<file path="src/rtl/enemy_palette_sequencer.sv">
// enemy_palette_sequencer
// Rotates a fixed base palette across N_ENEMY colour channels. The rotation
// follows the low bits of the score, or steps on its own every CYCLE_FRAMES
// frames in auto mode. Each score change first flashes every enemy in
// FLASH_COLOUR for FLASH_FRAMES frames, then the new rotation is applied in
// one step so colours and offset always agree.
module enemy_palette_sequencer #(
  parameter int N_ENEMY = 4,
  parameter int COLOUR_W = 3,
  parameter int SCORE_W = 8,
  parameter logic [N_ENEMY*COLOUR_W-1:0] BASE_PALETTE = 12'b101_110_010_011,
  parameter logic [COLOUR_W-1:0] FLASH_COLOUR = 3'b111,
  parameter int FLASH_FRAMES = 4,
  parameter int CYCLE_FRAMES = 30,
  localparam int OFF_W = (N_ENEMY > 1) ? $clog2(N_ENEMY) : 1,
  localparam int PAL_W = N_ENEMY * COLOUR_W
) (
  input  logic               clk,
  input  logic               reset,
  input  logic               frame_tick,
  input  logic [SCORE_W-1:0] score,
  input  logic               auto_mode,
  output logic [PAL_W-1:0]   colours,
  output logic [OFF_W-1:0]   offset,
  output logic               flashing
);

  typedef enum logic [1:0] {
    IDLE   = 2'd0,
    FLASH  = 2'd1,
    UPDATE = 2'd2
  } state_t;

  state_t             state_q, state_d;
  logic [OFF_W-1:0]   offset_q, offset_d;
  logic [OFF_W-1:0]   target_q, target_d;
  logic [PAL_W-1:0]   colours_q, colours_d;
  logic               flashing_q, flashing_d;
  logic [3:0]         flash_cnt_q, flash_cnt_d;
  logic [7:0]         cycle_cnt_q, cycle_cnt_d;
  logic [SCORE_W-1:0] score_q;
  logic               pending_q, pending_d;
  logic               change_s;

  // Enemy i takes base entry (i + off); power-of-two N makes the add wrap for free.
  function automatic logic [PAL_W-1:0] rotate(input logic [OFF_W-1:0] off);
    logic [PAL_W-1:0] r;
    logic [OFF_W-1:0] idx;
    r = '0;
    for (int i = 0; i < N_ENEMY; i++) begin
      idx = OFF_W'(i) + off;
      r[i*COLOUR_W +: COLOUR_W] = BASE_PALETTE[idx*COLOUR_W +: COLOUR_W];
    end
    return r;
  endfunction

  assign change_s = (score != score_q);

  // Next-state and output logic for the flash / update sequencer.
  always_comb begin
    state_d     = state_q;
    offset_d    = offset_q;
    colours_d   = colours_q;
    flashing_d  = flashing_q;
    flash_cnt_d = flash_cnt_q;
    cycle_cnt_d = cycle_cnt_q;
    pending_d   = 1'b0;

    // The most recent score always defines where the rotation ends up.
    if (change_s) begin
      target_d = score[OFF_W-1:0];
    end else begin
      target_d = target_q;
    end

    case (state_q)
      IDLE: begin
        // A change (fresh, or one seen during UPDATE) beats a coincident frame tick.
        if (change_s || pending_q) begin
          cycle_cnt_d = 8'd0;
          if (FLASH_FRAMES > 0) begin
            state_d     = FLASH;
            flashing_d  = 1'b1;
            colours_d   = {N_ENEMY{FLASH_COLOUR}};
            flash_cnt_d = 4'(FLASH_FRAMES);
          end else begin
            state_d = UPDATE;
          end
        end else if (auto_mode && frame_tick) begin
          if (cycle_cnt_q == 8'(CYCLE_FRAMES - 1)) begin
            cycle_cnt_d = 8'd0;
            offset_d    = offset_q + OFF_W'(1);
            colours_d   = rotate(offset_q + OFF_W'(1));
          end else begin
            cycle_cnt_d = cycle_cnt_q + 8'd1;
          end
        end else begin
          state_d = IDLE;
        end
      end
      FLASH: begin
        // Flash length is fixed at entry; later score changes only move the target.
        if (frame_tick) begin
          flash_cnt_d = flash_cnt_q - 4'd1;
          if (flash_cnt_q == 4'd1) begin
            state_d    = UPDATE;
            flashing_d = 1'b0;
          end else begin
            state_d = FLASH;
          end
        end else begin
          state_d = FLASH;
        end
      end
      UPDATE: begin
        offset_d  = target_q;
        colours_d = rotate(target_q);
        state_d   = IDLE;
        pending_d = change_s;
      end
      default: begin
        state_d    = IDLE;
        flashing_d = 1'b0;
      end
    endcase

    if (!auto_mode) begin
      cycle_cnt_d = 8'd0;
    end else begin
      cycle_cnt_d = cycle_cnt_d;
    end
  end

  // State and output registers; reset also captures the score so release is quiet.
  always_ff @(posedge clk) begin
    if (reset) begin
      state_q     <= IDLE;
      offset_q    <= '0;
      target_q    <= '0;
      colours_q   <= BASE_PALETTE;
      flashing_q  <= 1'b0;
      flash_cnt_q <= 4'd0;
      cycle_cnt_q <= 8'd0;
      pending_q   <= 1'b0;
      score_q     <= score;
    end else begin
      state_q     <= state_d;
      offset_q    <= offset_d;
      target_q    <= target_d;
      colours_q   <= colours_d;
      flashing_q  <= flashing_d;
      flash_cnt_q <= flash_cnt_d;
      cycle_cnt_q <= cycle_cnt_d;
      pending_q   <= pending_d;
      score_q     <= score;
    end
  end

  assign colours  = colours_q;
  assign offset   = offset_q;
  assign flashing = flashing_q;

endmodule

</file>
<file path="config.mk">
export PLATFORM = sky130hd
export DESIGN_NAME = enemy_palette_sequencer
export DESIGN_NICKNAME = d
export VERILOG_FILES = /design/src/rtl/enemy_palette_sequencer.sv
export SDC_FILE = /design/constraint.sdc
export NUM_CORES = 1
export LEC_CHECK = 0
export ABC_AREA = 1
export CORE_MARGIN = 5
export CORE_UTILIZATION = 30
export CTS_BUF_LIST = sky130_fd_sc_hd__clkbuf_8
export DETAILED_ROUTE_END_ITERATION = 8
export GPL_ROUTABILITY_DRIVEN = 0
export GPL_TIMING_DRIVEN = 0
export HOLD_SLACK_MARGIN = 0.03
export SYNTH_ARGS = -nofsm -noshare
export SYNTH_HDL_FRONTEND = slang
export SYNTH_SLANG_ARGS = --single-unit
export TNS_END_PERCENT = 20
</file>
<file path="constraint.sdc">
create_clock -name clk -period 3 [get_ports clk]
set_input_delay 0.6 -clock clk [delete_from_list [all_inputs] [get_ports clk]]
set_output_delay 0.6 -clock clk [all_outputs]
set_load 0.03 [all_outputs]
</file>
# Word-level counts from Yosys, hierarchy flattened
# Cells that the tools add are included.
word_totals:
  reg_bits: 40
  elab_cells: 86
op_classes:
  multipliers: 8
  n_eq_ne: 14
  n_bitwise: 2
  addsub: 9
  muxes: 23
  shift: 8
  n_reduce_logical: 13
ops:
  columns: ["op", "count"]
  rows:
  - ["$shiftx A12 B5 Y3 const A", 8]
  - ["$mux W12", 3]
  - ["$mul A2 B2 Y4 const B", 8]
  - ["$mux W8", 3]
  - ["$pmux W12 S2", 1]
  - ["$mux W2", 7]
  - ["$ne A2 B2 Y1 const B", 6]
  - ["$ne A3 B3 Y1 const B", 3]
  - ["$add A2 B2 Y2 const A", 4]
  - ["$add A8 B1 Y8 const B", 1]
  - ["$eq A8 B5 Y1 const B", 1]
  - ["$mux W4", 2]
  - ["$ne A8 B8 Y1", 1]
  - ["$pmux W2 S2", 2]
  - ["$pmux W4 S2", 1]
  - ["$reduce_and A4 Y1", 2]
  - ["$reduce_and A3 Y1", 2]
  - ["$reduce_bool A2 Y1", 3]
  - ["$add A1 B2 Y2 const A", 2]
  - ["$eq A4 B1 Y1 const B", 1]
  - ["$reduce_or A2 Y1", 2]
  - ["$sub A4 B1 Y4 const B", 1]
  - ["$mux W1", 3]
  - ["$pmux W1 S3", 1]
  - ["other kinds (8)", 9]

# Logic depth before layout (Yosys ltp)
logic_depth:
  ltp_word: 8
  ltp_mapped: 12

# Worst setup path after synthesis
# No wires, ideal clock.
synth_path:
  path_kind: "register -> register"
  startpoint: "register offset_q[0], in the netlist offset[0]"
  endpoint: "register colours_q[6], in the netlist colours[6]"
  t_required_ns: 2.887
  path_buffers: 0
  t_arrival_ns: 1.566
  path_stages_with_launch: 10
  synth_period_minus_slack_ns: 1.679
  path_slack_ns: 1.321
  path_cell_list: "dfxtp_1 > inv_1 > ha_1 > xnor2_1 > nor2_1 > nand3_1 > nand2_1 > nand3_1 > nand2_1 > nor2_1"
synth_via:
  elab_chain_len: 8
synth_rtl:
  columns: ["item", "line_no", "source"]
  rows:
  - ["start, declared", "35", "logic [OFF_W-1:0] offset_q, offset_d;"]
  - ["start signal, assigned", "148", "offset_q <= offset_d;"]
  - ["$add A2 B1 Y2", "93", "colours_d = rotate(offset_q + OFF_W'(1));"]
  - ["$add A2 B2 Y2", "51", "idx = OFF_W'(i) + off;"]
  - ["$mul A2 B2 Y4", "52", "r[i*COLOUR_W +: COLOUR_W] = BASE_PALETTE[idx*COLOUR_W +: COLOUR_W];"]
  - ["$shiftx A12 B5 Y3", "52", null]
  - ["$mux W12", "90", "if (cycle_cnt_q == 8'(CYCLE_FRAMES - 1)) begin"]
  - ["$mux W12", "89", "end else if (auto_mode && frame_tick) begin"]
  - ["$mux W12", "79", "if (change_s || pending_q) begin"]
  - ["$pmux W12 S2", "76", "case (state_q)"]
  - ["end signal, assigned", "150", "colours_q <= colours_d;"]
  - ["end, declared", "37", "logic [PAL_W-1:0] colours_q, colours_d;"]
# No other way between the ends. The select of a mux whose other input is x is not followed.
# A chain may end at the register's enable or synchronous reset.

# Final worst setup path
layout_path:
  startpoint: "register offset_q[0], in the netlist offset[0]"
  endpoint: "output offset[0]"
layout_rtl:
  columns: ["item", "line_no", "source"]
  rows:
  - ["end, declared", "24", "output logic [OFF_W-1:0] offset,"]
# No word-level cell between the ends.

==> results_dict.tcl <==
set metrics [dict create \
    slew_violations 0 \
    cts_setup_buffers 0 \
    synth_xor_xnor_area_share_pct 3.38 \
    insertion_delay_ns 0.29 \
    setup_viol 0 \
    ys_seq_area_share_pct 36.7 \
    via_per_inst 4.50 \
    chipHeight_microns 93.1 \
    grt_pass1_wl_microns 7690 \
    synth.avg_cell_area_sq_um 6.84 \
    ys_ff_latch 38 \
    setup_tns_ns 0 \
    totalWireLength_microns 4390 \
    dp_slack_ns 0.631 \
    cts_resized 0 \
    fin_area_sq_um 2510 \
    holdBufCountCts 0 \
    worst_setup_path_start_kind "flop" \
    synth_fp_nets 327 \
    pin_count 27 \
    clkSlewWorstSetupHoldPaths_ns 0.07 \
    timing.critical_path.buf_inv 1 \
    max_stage_delay_ns 0.73 \
    regArea_sq_um 761 \
    io_buffers 25 \
    synthSimpleGateAreaFrac_pct 36.1 \
    first_pass_iters 4 \
    die_w_microns 93.1 \
    core_region_area_sq_um 6760 \
    synthDistinctLibCells 26 \
    drc 0 \
    synth_compound_area_share_pct 5.97 \
    ant_nets 0 \
    dp_hpwl_microns 3340 \
    fmax_mhz 479 \
    track_usage_pct 11.0 \
    cp.arrival_ns 1.49 \
    clock_tree.buffer_depth 2 \
    grt_max_degree 12 \
    tightest_slew_ns 0.451 \
    worstSetupPathType "reg2out" \
    multi_input_area_sq_um 1090 \
    post_drt_wl_per_cell_microns 10.6 \
    cp-end-kind "primary output" \
    p_leak_uw 0.00118 \
    critPathSlowestCell "clkdlybuf4s50_1" \
    synthesis.area_sq_um 2070 \
    clock-root-buffer "clkbuf_8" \
    syn_inst 303 \
    synth_top_family_by_area "simple AND/OR/NAND/NOR gates" \
    path_delay_family "buffers and inverters" \
    antenna_found_initial 0 \
    fin_crit_sh_pct 69.6 \
    powerDensity_nw_per_um2 433 \
    num-nets-final 359 \
    slew_headroom_pct 69.9 \
    cp_max_fo 7 \
    rsz0062_at_grt "no" \
    fin_skew_ns 0.00394 \
    start_util_pct 30.7 \
    vias 1872 \
    antennaDiodeCount 0 \
    nFillCells 723 \
    finalCriticalPeriod_ns 2.09 \
    htree_levels 2 \
    status "complete, no violations" \
    hold_class "reg2reg" \
    irDropWorstVdd_v 0.000199 \
    gr-total-overflow 0 \
    cts_buffers 5 \
    cts.sinks 38 \
    ys_warn_count 0 \
    drive_above_1_share_pct 7.74 \
    area_growth_pct 21.3 \
    cts_tree "done" \
    placed_area_sq_um 2420 \
    dieArea_sq_um 8670 \
    finalHoldViolCount 0 \
    synthAdderAreaFrac_pct 7.24 \
    rows 30 \
    required_ns 2.40 \
    cp_cell_sequence "clkdlybuf4s50_1" \
    fin_ws_ns 0.911 \
    maxCapViolCount 0 \
    drt_iter0_markers 76 \
    synthMuxAreaShare_pct 0 \
    grt_pass1_vias 1754 \
]
cell usage in the layout, fill, tap and decap left out, types with 2 or more instances in the layout:
master           count
or2_2                4
nand4_1              2
nor2_2               2
ha_1                12
xor2_1               5
a21oi_1             17
nand2_4              2
nor2_1              26
inv_1               45
buf_4                3
o21ai_0              4
inv_2                2
nor3_1               6
clkdlybuf4s50_1     25
xnor2_1              3
nand2_1             82
clkbuf_1             2
dfxtp_1             38
nor2_4               2
nand3_1             40
clkbuf_8             6
cell usage after synthesis (all sizes together):
| library cell | instances | share of area [%] |
|---|---|---|
| a211oi | 1 | 0.36 |
| o21ai | 5 | 1.2 |
| clkbuf | 2 | 0.36 |
| buf | 5 | 1.9 |
| nand3 | 40 | 9.7 |
| ha | 12 | 7.2 |
| xnor2 | 3 | 1.3 |
| dfxtp | 38 | 37 |
| nor2 | 30 | 6.4 |
| a21oi | 17 | 4.1 |
| nand2 | 85 | 16 |
| xor2 | 5 | 2.1 |
| inv | 46 | 8.3 |
| nand4 | 3 | 1.2 |
| nor3 | 6 | 1.4 |
| a31oi | 1 | 0.30 |
| or2 | 4 | 1.2 |
area by class of cell:
cell class / count / area share (%)
flip-flops and latches: 38 / 30.2
inverters: 46 / 6.87
repair buffers: 25 / 9.95
plain buffers: 7 / 1.84
well taps: 80 / 3.98
clock buffers: 6 / 3.28
multi-input cells: 212 / 43.5
clock inverters: 2 / 0.348
worst paths after layout:
path / slack [ns] / startpoint / end / depth (start not counted)
worst min register to register: 0.47 / flashing$_SDFFE_PP0P_ / flashing$_SDFFE_PP0P_ / 2
worst max register to register: 1.20 / cycle_cnt_q[0]$_SDFFE_PP0P_ / colours[2]$_SDFFE_PP0P_ / 8
worst max-delay path: 0.91 / offset[0]$_SDFFE_PP0P_ / offset[0] / 1
worst min-delay path: 0.47 / flashing$_SDFFE_PP0P_ / flashing$_SDFFE_PP0P_ / 2
per-layer routing:
metal	part of all wire (%)	track usage, %
met1	48	13.1
met2	46	18.3
met3	4.6	3.62
met4	1.7	4.03
met5	0	0
through the flow:
step	util [%]	std cells	hold WS (ns)	power, uW
floorplan	-	303	0.454	671
global placement	35.9	408	0.452	734
detailed placement	35.9	408	0.454	738
CTS	37.2	416	0.468	1110
global route	37.2	416	0.490	1160
finish	37.2	416	0.467	1090
cell families after synthesis:
group                      Yosys count
and+or+nand+nor                    168
buffers and inverters               53
DFF                                 38
AOI/OAI and AO/OA                   24
adders and majority gates           12
xor gates and xnor gates             8
report_power, final:
| group | switching, uW | internal [uW] |
|---|---|---|
| Combinational | 108 | 72.1 |
| Clock | 182 | 182 |
| Sequential | 14.9 | 529 |
registers in the layout (all words and copies together) (netlist names):
register and flops:
colours 10, cycle_cnt_q 8, flash_cnt_q 4, flashing 1, offset 2, pending_q 1, score_q 8, state_q 2
target_q 2
(Power assumes the default switching activity.)
